### config.mk
export PLATFORM = sky130hd
export DESIGN_NAME = perf_counter_bank
export DESIGN_NICKNAME = d
export VERILOG_FILES = /design/src/rtl/perf_counter_bank_pkg.sv /design/src/rtl/perf_counter_slice.sv /design/src/rtl/perf_counter_bank.sv
export SDC_FILE = /design/constraint.sdc
export NUM_CORES = 2
export LEC_CHECK = 0
export CAP_MARGIN = 30
export CELL_PAD_IN_SITES_DETAIL_PLACEMENT = 0
export CELL_PAD_IN_SITES_GLOBAL_PLACEMENT = 1
export CORE_ASPECT_RATIO = 0.6
export CORE_MARGIN = 2
export CORE_UTILIZATION = 51
export DETAILED_ROUTE_END_ITERATION = 6
export GPL_TIMING_DRIVEN = 1
export PLACE_DENSITY = 0.95
export SLEW_MARGIN = 30
export SYNTH_ARGS = -nofsm -noshare
export SYNTH_HDL_FRONTEND = slang
export SYNTH_SLANG_ARGS = --single-unit
### constraint.sdc
create_clock -name clk -period 8.45 [get_ports clk]
set_input_delay 0.845 -clock clk [delete_from_list [all_inputs] [get_ports clk]]
set_output_delay 0.845 -clock clk [all_outputs]
set_load 0.05 [all_outputs]
### src/rtl/perf_counter_bank_pkg.sv
// Shared definitions for the performance-counter bank: register map, control bit
// positions, standard pipeline event indices and the counter-address decoder.
package perf_counter_bank_pkg;

    localparam logic [7:0] ADDR_GCTRL    = 8'h00;
    localparam logic [7:0] ADDR_OVF      = 8'h01;
    localparam logic [7:0] ADDR_MASK     = 8'h02;
    localparam logic [7:0] ADDR_CNT_BASE = 8'h10;

    localparam int GCTRL_EN_BIT     = 0;
    localparam int GCTRL_FREEZE_BIT = 1;
    localparam int GCTRL_SNAP_BIT   = 2;
    localparam int GCTRL_CLEAR_BIT  = 3;

    localparam int CTRL_EN_BIT   = 8;
    localparam int CTRL_EDGE_BIT = 9;

    localparam int EVT_INST          = 0;
    localparam int EVT_LOAD          = 1;
    localparam int EVT_STORE         = 2;
    localparam int EVT_LOAD_WAITACK  = 3;
    localparam int EVT_STORE_WAITACK = 4;
    localparam int EVT_CYCLE         = 5;

    typedef enum logic [1:0] {
        REG_CTRL = 2'd0,
        REG_LO   = 2'd1,
        REG_HI   = 2'd2,
        REG_RSVD = 2'd3
    } cnt_reg_e;

    typedef struct packed {
        logic     hit;
        logic [5:0] idx;
        cnt_reg_e kind;
    } cnt_addr_t;

    // Each counter owns a 4-word window starting at ADDR_CNT_BASE.
    function automatic cnt_addr_t decode_cnt_addr(input logic [7:0] addr, input int num_cnt);
        cnt_addr_t d;
        d.idx  = addr[7:2] - 6'd4;
        d.kind = cnt_reg_e'(addr[1:0]);
        d.hit  = (addr >= ADDR_CNT_BASE) && (int'(d.idx) < num_cnt);
        return d;
    endfunction

endpackage

### src/rtl/perf_counter_slice.sv
// One programmable counter: event select, level/edge qualification, live count,
// snapshot shadow and wrap detection.
module perf_counter_slice
    import perf_counter_bank_pkg::*;
#(
    parameter int NUM_EVT   = 16,
    parameter int CNT_WIDTH = 48
) (
    input  logic               clk,
    input  logic               resetn,
    input  logic [NUM_EVT-1:0] evt,
    input  logic [NUM_EVT-1:0] evt_q,
    input  logic               count_ok,
    input  logic               clear_all,
    input  logic               snapshot,
    input  logic               ctrl_we,
    input  logic               lo_we,
    input  logic               hi_we,
    input  logic [31:0]        wdata,
    output logic [31:0]        ctrl_rd,
    output logic [31:0]        lo_rd,
    output logic [31:0]        hi_rd,
    output logic               ovf_set
);

    localparam int SEL_W = $clog2(NUM_EVT);

    logic [SEL_W-1:0]     sel;
    logic                 en;
    logic                 edge_mode;
    logic [CNT_WIDTH-1:0] cnt;
    logic [CNT_WIDTH-1:0] shadow;
    logic [CNT_WIDTH-1:0] cnt_loaded;
    logic [63:0]          cnt_ext;
    logic [63:0]          shadow_ext;
    logic                 cond;
    logic                 inc;

    // NOTE: every combinational output gets a default first, so no path can infer a latch.
    always_comb begin
        cond = 1'b0;
        if (32'(sel) < 32'(NUM_EVT))
            cond = evt[sel] & ~(edge_mode & evt_q[sel]);
    end

    // A software load wins over the increment of the same cycle.
    assign inc     = count_ok & en & cond & ~lo_we & ~hi_we & ~clear_all;
    assign ovf_set = inc & (&cnt);

    // Widen to 64 bits so LO/HI loads work for any width from 32 to 64.
    always_comb begin
        cnt_ext = 64'(cnt);
        if (lo_we)
            cnt_ext[31:0] = wdata;
        if (hi_we)
            cnt_ext[63:32] = wdata;
        cnt_loaded = cnt_ext[CNT_WIDTH-1:0];
    end

    // NOTE: sequential state uses non-blocking assignments so every flop samples pre-edge values.
    always_ff @(posedge clk) begin
        if (!resetn) begin
            sel       <= '0;
            en        <= 1'b0;
            edge_mode <= 1'b0;
            cnt       <= '0;
            shadow    <= '0;
        end else begin
            if (ctrl_we) begin
                sel       <= wdata[SEL_W-1:0];
                en        <= wdata[CTRL_EN_BIT];
                edge_mode <= wdata[CTRL_EDGE_BIT];
            end
            if (snapshot)
                shadow <= cnt;
            if (clear_all)
                cnt <= '0;
            else if (lo_we || hi_we)
                cnt <= cnt_loaded;
            else if (inc)
                cnt <= cnt + CNT_WIDTH'(1);
        end
    end

    always_comb begin
        ctrl_rd                = '0;
        ctrl_rd[SEL_W-1:0]     = sel;
        ctrl_rd[CTRL_EN_BIT]   = en;
        ctrl_rd[CTRL_EDGE_BIT] = edge_mode;
    end

    assign shadow_ext = 64'(shadow);
    assign lo_rd      = shadow_ext[31:0];
    assign hi_rd      = shadow_ext[63:32];

endmodule

### src/rtl/perf_counter_bank.sv
// Bank of NUM_CNT programmable performance counters with global control,
// overflow flags, masked interrupt, atomic snapshot and a word-addressed config port.
module perf_counter_bank
    import perf_counter_bank_pkg::*;
#(
    parameter int NUM_CNT   = 8,
    parameter int NUM_EVT   = 16,
    parameter int CNT_WIDTH = 48
) (
    input  logic               clk,
    input  logic               resetn,
    input  logic [NUM_EVT-1:0] evt_i,
    input  logic               cfg_wen,
    input  logic               cfg_ren,
    input  logic [7:0]         cfg_addr,
    input  logic [31:0]        cfg_wdata,
    output logic [31:0]        cfg_rdata,
    output logic               cfg_rvalid,
    output logic               irq_o
);

    logic               global_en;
    logic               freeze_on_ovf;
    logic [NUM_CNT-1:0] ovf;
    logic [NUM_CNT-1:0] mask;
    logic [NUM_CNT-1:0] ovf_set;
    logic [NUM_CNT-1:0] ovf_next;
    logic [NUM_CNT-1:0] mask_next;
    logic [NUM_EVT-1:0] evt_q;
    logic [31:0]        ctrl_rd [NUM_CNT];
    logic [31:0]        lo_rd   [NUM_CNT];
    logic [31:0]        hi_rd   [NUM_CNT];
    logic [31:0]        rd_mux;
    cnt_addr_t          ca;
    logic               gctrl_we;
    logic               ovf_we;
    logic               mask_we;
    logic               snapshot;
    logic               clear_all;
    logic               count_ok;

    assign ca        = decode_cnt_addr(cfg_addr, NUM_CNT);
    assign gctrl_we  = cfg_wen && (cfg_addr == ADDR_GCTRL);
    assign ovf_we    = cfg_wen && (cfg_addr == ADDR_OVF);
    assign mask_we   = cfg_wen && (cfg_addr == ADDR_MASK);
    assign snapshot  = gctrl_we & cfg_wdata[GCTRL_SNAP_BIT];
    assign clear_all = gctrl_we & cfg_wdata[GCTRL_CLEAR_BIT];
    assign count_ok  = global_en & ~(freeze_on_ovf & (|ovf));

    for (genvar i = 0; i < NUM_CNT; i++) begin : g_cnt
        logic win_we;
        assign win_we = cfg_wen & ca.hit & (ca.idx == 6'(i));

        perf_counter_slice #(
            .NUM_EVT   (NUM_EVT),
            .CNT_WIDTH (CNT_WIDTH)
        ) u_slice (
            .clk       (clk),
            .resetn    (resetn),
            .evt       (evt_i),
            .evt_q     (evt_q),
            .count_ok  (count_ok),
            .clear_all (clear_all),
            .snapshot  (snapshot),
            .ctrl_we   (win_we & (ca.kind == REG_CTRL)),
            .lo_we     (win_we & (ca.kind == REG_LO)),
            .hi_we     (win_we & (ca.kind == REG_HI)),
            .wdata     (cfg_wdata),
            .ctrl_rd   (ctrl_rd[i]),
            .lo_rd     (lo_rd[i]),
            .hi_rd     (hi_rd[i]),
            .ovf_set   (ovf_set[i])
        );
    end

    // A fresh overflow beats a same-cycle W1C; clear_all beats both.
    always_comb begin
        ovf_next = ovf;
        if (ovf_we)
            ovf_next = ovf & ~cfg_wdata[NUM_CNT-1:0];
        ovf_next = ovf_next | ovf_set;
        if (clear_all)
            ovf_next = '0;
        mask_next = mask_we ? cfg_wdata[NUM_CNT-1:0] : mask;
    end

    always_comb begin
        rd_mux = '0;
        case (cfg_addr)
            ADDR_GCTRL: rd_mux[GCTRL_FREEZE_BIT:GCTRL_EN_BIT] = {freeze_on_ovf, global_en};
            ADDR_OVF:   rd_mux[NUM_CNT-1:0] = ovf;
            ADDR_MASK:  rd_mux[NUM_CNT-1:0] = mask;
            default: begin
                for (int i = 0; i < NUM_CNT; i++) begin
                    if (ca.hit && (ca.idx == 6'(i))) begin
                        case (ca.kind)
                            REG_CTRL: rd_mux = ctrl_rd[i];
                            REG_LO:   rd_mux = lo_rd[i];
                            REG_HI:   rd_mux = hi_rd[i];
                            default:  rd_mux = '0;
                        endcase
                    end
                end
            end
        endcase
    end

    // Storage is reset as well, since shadows and flags are software-visible.
    always_ff @(posedge clk) begin
        if (!resetn) begin
            global_en     <= 1'b0;
            freeze_on_ovf <= 1'b0;
            ovf           <= '0;
            mask          <= '0;
            evt_q         <= '0;
            irq_o         <= 1'b0;
            cfg_rdata     <= '0;
            cfg_rvalid    <= 1'b0;
        end else begin
            evt_q <= evt_i;
            if (gctrl_we) begin
                global_en     <= cfg_wdata[GCTRL_EN_BIT];
                freeze_on_ovf <= cfg_wdata[GCTRL_FREEZE_BIT];
            end
            ovf        <= ovf_next;
            mask       <= mask_next;
            irq_o      <= |(ovf_next & mask_next);
            cfg_rvalid <= cfg_ren;
            if (cfg_ren)
                cfg_rdata <= rd_mux;
        end
    end

endmodule

==> results.txt <==
* Outcome: finished with violations
- The final reports fail on DRC.
- The worst setup path is captured at a register.
- The worst register-to-register path has a depth of 7.
- Setup total negative slack on the finished layout was measured at 0 ns.
* Beginning of the worst register-to-register path: g_cnt[2].u_slice.sel[0]
- Setup repair after global routing missed its margin: no
- The initial antenna violation count came to 18.
- Clk Tree Root Cell: sky130_fd_sc_hd__clkbuf_16
- Number of nets produced by synthesis: 6463
* Number of H-tree levels: 3
* Class of the most critical hold timing path: reg2reg
- Of the total power, combinational logic draws 0.056.
- Setup violations remaining at the end of the flow were counted as 0.
- Commonest register cell after synthesis: sky130_fd_sc_hd__dfxtp_1
- In this run the count of I/O pins placed on the die edge is 94.
* Maximum number of pins on one net before global-route repair: 173
* Rows: 86
- In the synthesized netlist, the number of instances is 6391.
- The number of pins exceeding their max-slew limit in the final report is 0.
- Crit path from: cfg_addr[4]
- Maximum number of buffers from clock root to sink: 3
- For this design the total switching power over the nets is 2.26 mW.
- Worst IR drop on VDD: 0.142 mV
* Part of the total power dissipated in the clock network: 0.463
- The number of failing hold endpoints at the final stage is 0.
- Maximum achievable frequency: 203 MHz
- The die covers 96100 um2.
- Utilization of the core after routing: 0.564
- Headroom to the max-slew limit came out at 0.0347.
* Starting DRC count in detailed routing: 10200
* Cell leakage power: 16.0 nW
- The first global-routing pass estimated 307 mm of wire.
- Detailed placement finished with a half-perimeter wire length of 145 mm.
- Final global-route overflow total: 0
- For this run, design rule violations remaining after detail routing come to 7.
- In this run, synthesis produced a sequential element count of 884.
- Netlist cell types: 100
- For this run, asynchronously set or reset flops after synthesis account for 0.
* Number of fill cells: 8674
- Routed via count: 52000
* Floorplan Core Area: 92200 um2
- At the pin with the least slew margin, the transition time is 1.45 ns.
- The number of setup buffers added after CTS is 0.
* Routed WL per cell: 28.8 um
- Clk slew on worst S/H paths: 0.07 ns
- Crit path required time: 9.02 ns
- Summing internal, switching and leakage power gives 8.76 mW.
- Top fanout value on the critical path: 22
- The initial utilization of the core area, before any placement, comes to 0.517.
- Yosys mapped a number of flops with a built-in enable equal to 0.
* Max Cap Violations: 0
- Hold_ws: 0.454 ns
- The worst setup path is of the in2reg kind.
* Cell family contributing the most delay on the critical path: simple AND/OR/NAND/NOR gates
* Hold-fix buffers at CTS: 0
- Die boundary width: 399 um
* Part of the Yosys area used for sequential elements: 0.371
- Series of cell instances along the critical path: clkdlybuf4s50_1 > inv_1 > ha_1 > nand4_1 > nand2_1 > nand2_1 > a221oi_1 > o41a_1 > o31ai_1
- Routability cong.: 1.09
- Later-pin clock latency in the skew report: 0.72 ns
- Area Growth Syn to Fin: 8.99%
- In the post-route analysis, the smallest setup slack over all paths is 3.53 ns.
- The most numerous cell type found on the critical path is sky130_fd_sc_hd__nand2_1.
- Startpoint types: primary input
* Critical path destination: cfg_rdata[11]
* PostCTS Resize Cnt: 0
* Power density over the cells: 168 nW/um2
* Final critical-path share of the clock period: 0.582
- Switching part of the total power: 0.258
- Leaving out fill and tap cells, the most frequent cell in the layout is sky130_fd_sc_hd__nand2_1.
- Worst-case clock skew: 0.0435 ns
* Clock buffer count from CTS: 86
- Yosys warning count: 0
* Port-buffer cells: 93
- For this block, the routed nets add up to 215 mm of wire.
- Internal power comes to 6.49 mW.
* Longest individual stage delay on the worst path: 0.96 ns
- Die outline height: 241 um
- Dividing the synthesized area by the synthesized cell count gives 7.46 um2.
- Clock sink total: 884
- Router iterations before antenna repair: 7
- The multi-input combinational cells in the finished layout cover a total of 27800 um2.
- Register-to-register setup slack: 4.16 ns
* Sequential standard cell area: 17700 um2
* Antenna-violating nets left: 0
* Total GRT Usage: 0.431
* Reg2Reg Capture Point: g_cnt[2].u_slice.cnt[25]
- Share of post-route cells with drive strength above 1: 0.0763
- For the finished layout, the period the worst path requires is 4.92 ns.
- Post-synthesis instance area: 47700 um2
- CP bufs+invs: 2
- CP Data Arrival Time: 5.49 ns
- At the end of the flow, the number of nets in the layout was 6213.
- The worst hold path passes through 2 cells.
* Commonest cells after routing, fill and taps aside: 1360 x sky130_fd_sc_hd__nand2_1, 884 x sky130_fd_sc_hd__dfxtp_1, 862 x sky130_fd_sc_hd__a21oi_1
* Vias in the first global route: 44100
* Seq pwr share: 0.480
* Place WS: 3.11 ns
- In the routed layout, each cell is associated on average with a via count of 6.98.
- On the critical path, the stage with the largest delay is an instance of sky130_fd_sc_hd__nand2_1.
* Count of cell instances traversed by the critical path: 9
- CTS tree: built
-- how the worst min path moves through the flow --
stage | from | endpoint | slack, ns
final | g_cnt[1].u_slice.shadow[47] | g_cnt[1].u_slice.shadow[47] | 0.45
after global routing | g_cnt[6].u_slice.shadow[27] | g_cnt[6].u_slice.shadow[27] | 0.47
after detailed placement | g_cnt[1].u_slice.shadow[46] | g_cnt[1].u_slice.shadow[46] | 0.45
after global placement | g_cnt[2].u_slice.shadow[47] | g_cnt[2].u_slice.shadow[47] | 0.44
after floorplan | g_cnt[0].u_slice.shadow[30] | g_cnt[0].u_slice.shadow[30] | 0.43
after CTS | g_cnt[1].u_slice.shadow[46] | g_cnt[1].u_slice.shadow[46] | 0.45
-- worst reg2reg max path, cell delays in order, from the launching register on --
cell and delay (ns):
sky130_fd_sc_hd__dfxtp_1 0.88, sky130_fd_sc_hd__mux2_2 0.43, sky130_fd_sc_hd__a211oi_1 0.26, sky130_fd_sc_hd__o311ai_1 0.33, sky130_fd_sc_hd__or4_1 1.00, sky130_fd_sc_hd__o22ai_4 0.85
sky130_fd_sc_hd__a21oi_1 0.15, sky130_fd_sc_hd__a211oi_1 0.26
-- cells by family (layout without fill, tap and decap cells) --
logic type / after synthesis / count (layout) / synth area share
other: 0 / 11 / 0
flip-flops: 884 / 884 / 0.371
buffers and inverters: 601 / 419 / 0.0502
XOR/XNOR: 1 / 1 / 0.000184
multiplexers: 184 / 184 / 0.0531
adder cells (fa/ha/maj): 12 / 12 / 0.00315
AO/OA/AOI/OAI: 2234 / 2234 / 0.286
AND/OR/NAND/NOR: 2475 / 2475 / 0.236
-- per-layer routing --
layer | up-vias | track usage | routed length [um]
met3 | 593 | 0.219 | 41700
met4 | 12 | 0.175 | 10600
met1 | 24600 | 0.617 | 85600
met2 | 4051 | 0.528 | 76600
li1 | 22700 | - | -
met5 | - | 0 | 67
-- per-stage QoR --
step           cell area [um2]  std cells
6_report                 52000       7452
2_1_floorplan            47700       6391
4_1_cts                  51900       7438
3_3_place_gp             49000       7278
3_5_place_dp             49100       7282
5_1_grt                  52000       7442
-- cell usage after synthesis (all sizes together), types with 85 or more instances --
| library cell | count | area share |
|---|---|---|
| nand4 | 87 | 0.011 |
| nor3 | 91 | 0.0098 |
| mux2i | 104 | 0.022 |
| o21ai | 513 | 0.054 |
| a22oi | 157 | 0.025 |
| buf | 107 | 0.011 |
| nand3 | 166 | 0.018 |
| dfxtp | 884 | 0.37 |
| and2 | 85 | 0.011 |
| nor2 | 325 | 0.026 |
| a21oi | 873 | 0.092 |
| and3 | 91 | 0.012 |
| a211oi | 154 | 0.025 |
| clkbuf | 446 | 0.035 |
| o22ai | 85 | 0.011 |
| nand2 | 1364 | 0.11 |
-- power by group through the flow --
stage	Sequential, mW	Clock [mW]	Combinational [mW]
finish	4.21	4.06	0.493
global route	4.20	4.19	0.483
CTS	4.20	4.03	0.456
detailed placement	4.30	0	0.454
global placement	4.30	0	0.452
floorplan	4.29	0	0.210
-- final cells by class --
class | instances | area share
Clock buffer | 125 | 0.0479
Sequential cell | 884 | 0.340
Timing Repair Buffer | 215 | 0.0359
Tap cell | 1232 | 0.0297
Inverter | 48 | 0.00361
Antenna cell | 11 | 0.000530
Clock inverter | 31 | 0.00628
Multi-Input combinational cell | 4906 | 0.536
-- flip-flops by register name, summed over array words and instances (netlist names) --
signal and flops:
g_cnt.u_slice.cnt 384, global_en 1, irq_o 1, g_cnt.u_slice.shadow 384, ovf 8, cfg_rvalid 1
evt_q 16, freeze_on_ovf 1, g_cnt.u_slice.sel 32, g_cnt.u_slice.en 8, mask 8, g_cnt.u_slice.edge_mode 8
cfg_rdata 32
Power figures use the tool's default switching activity.
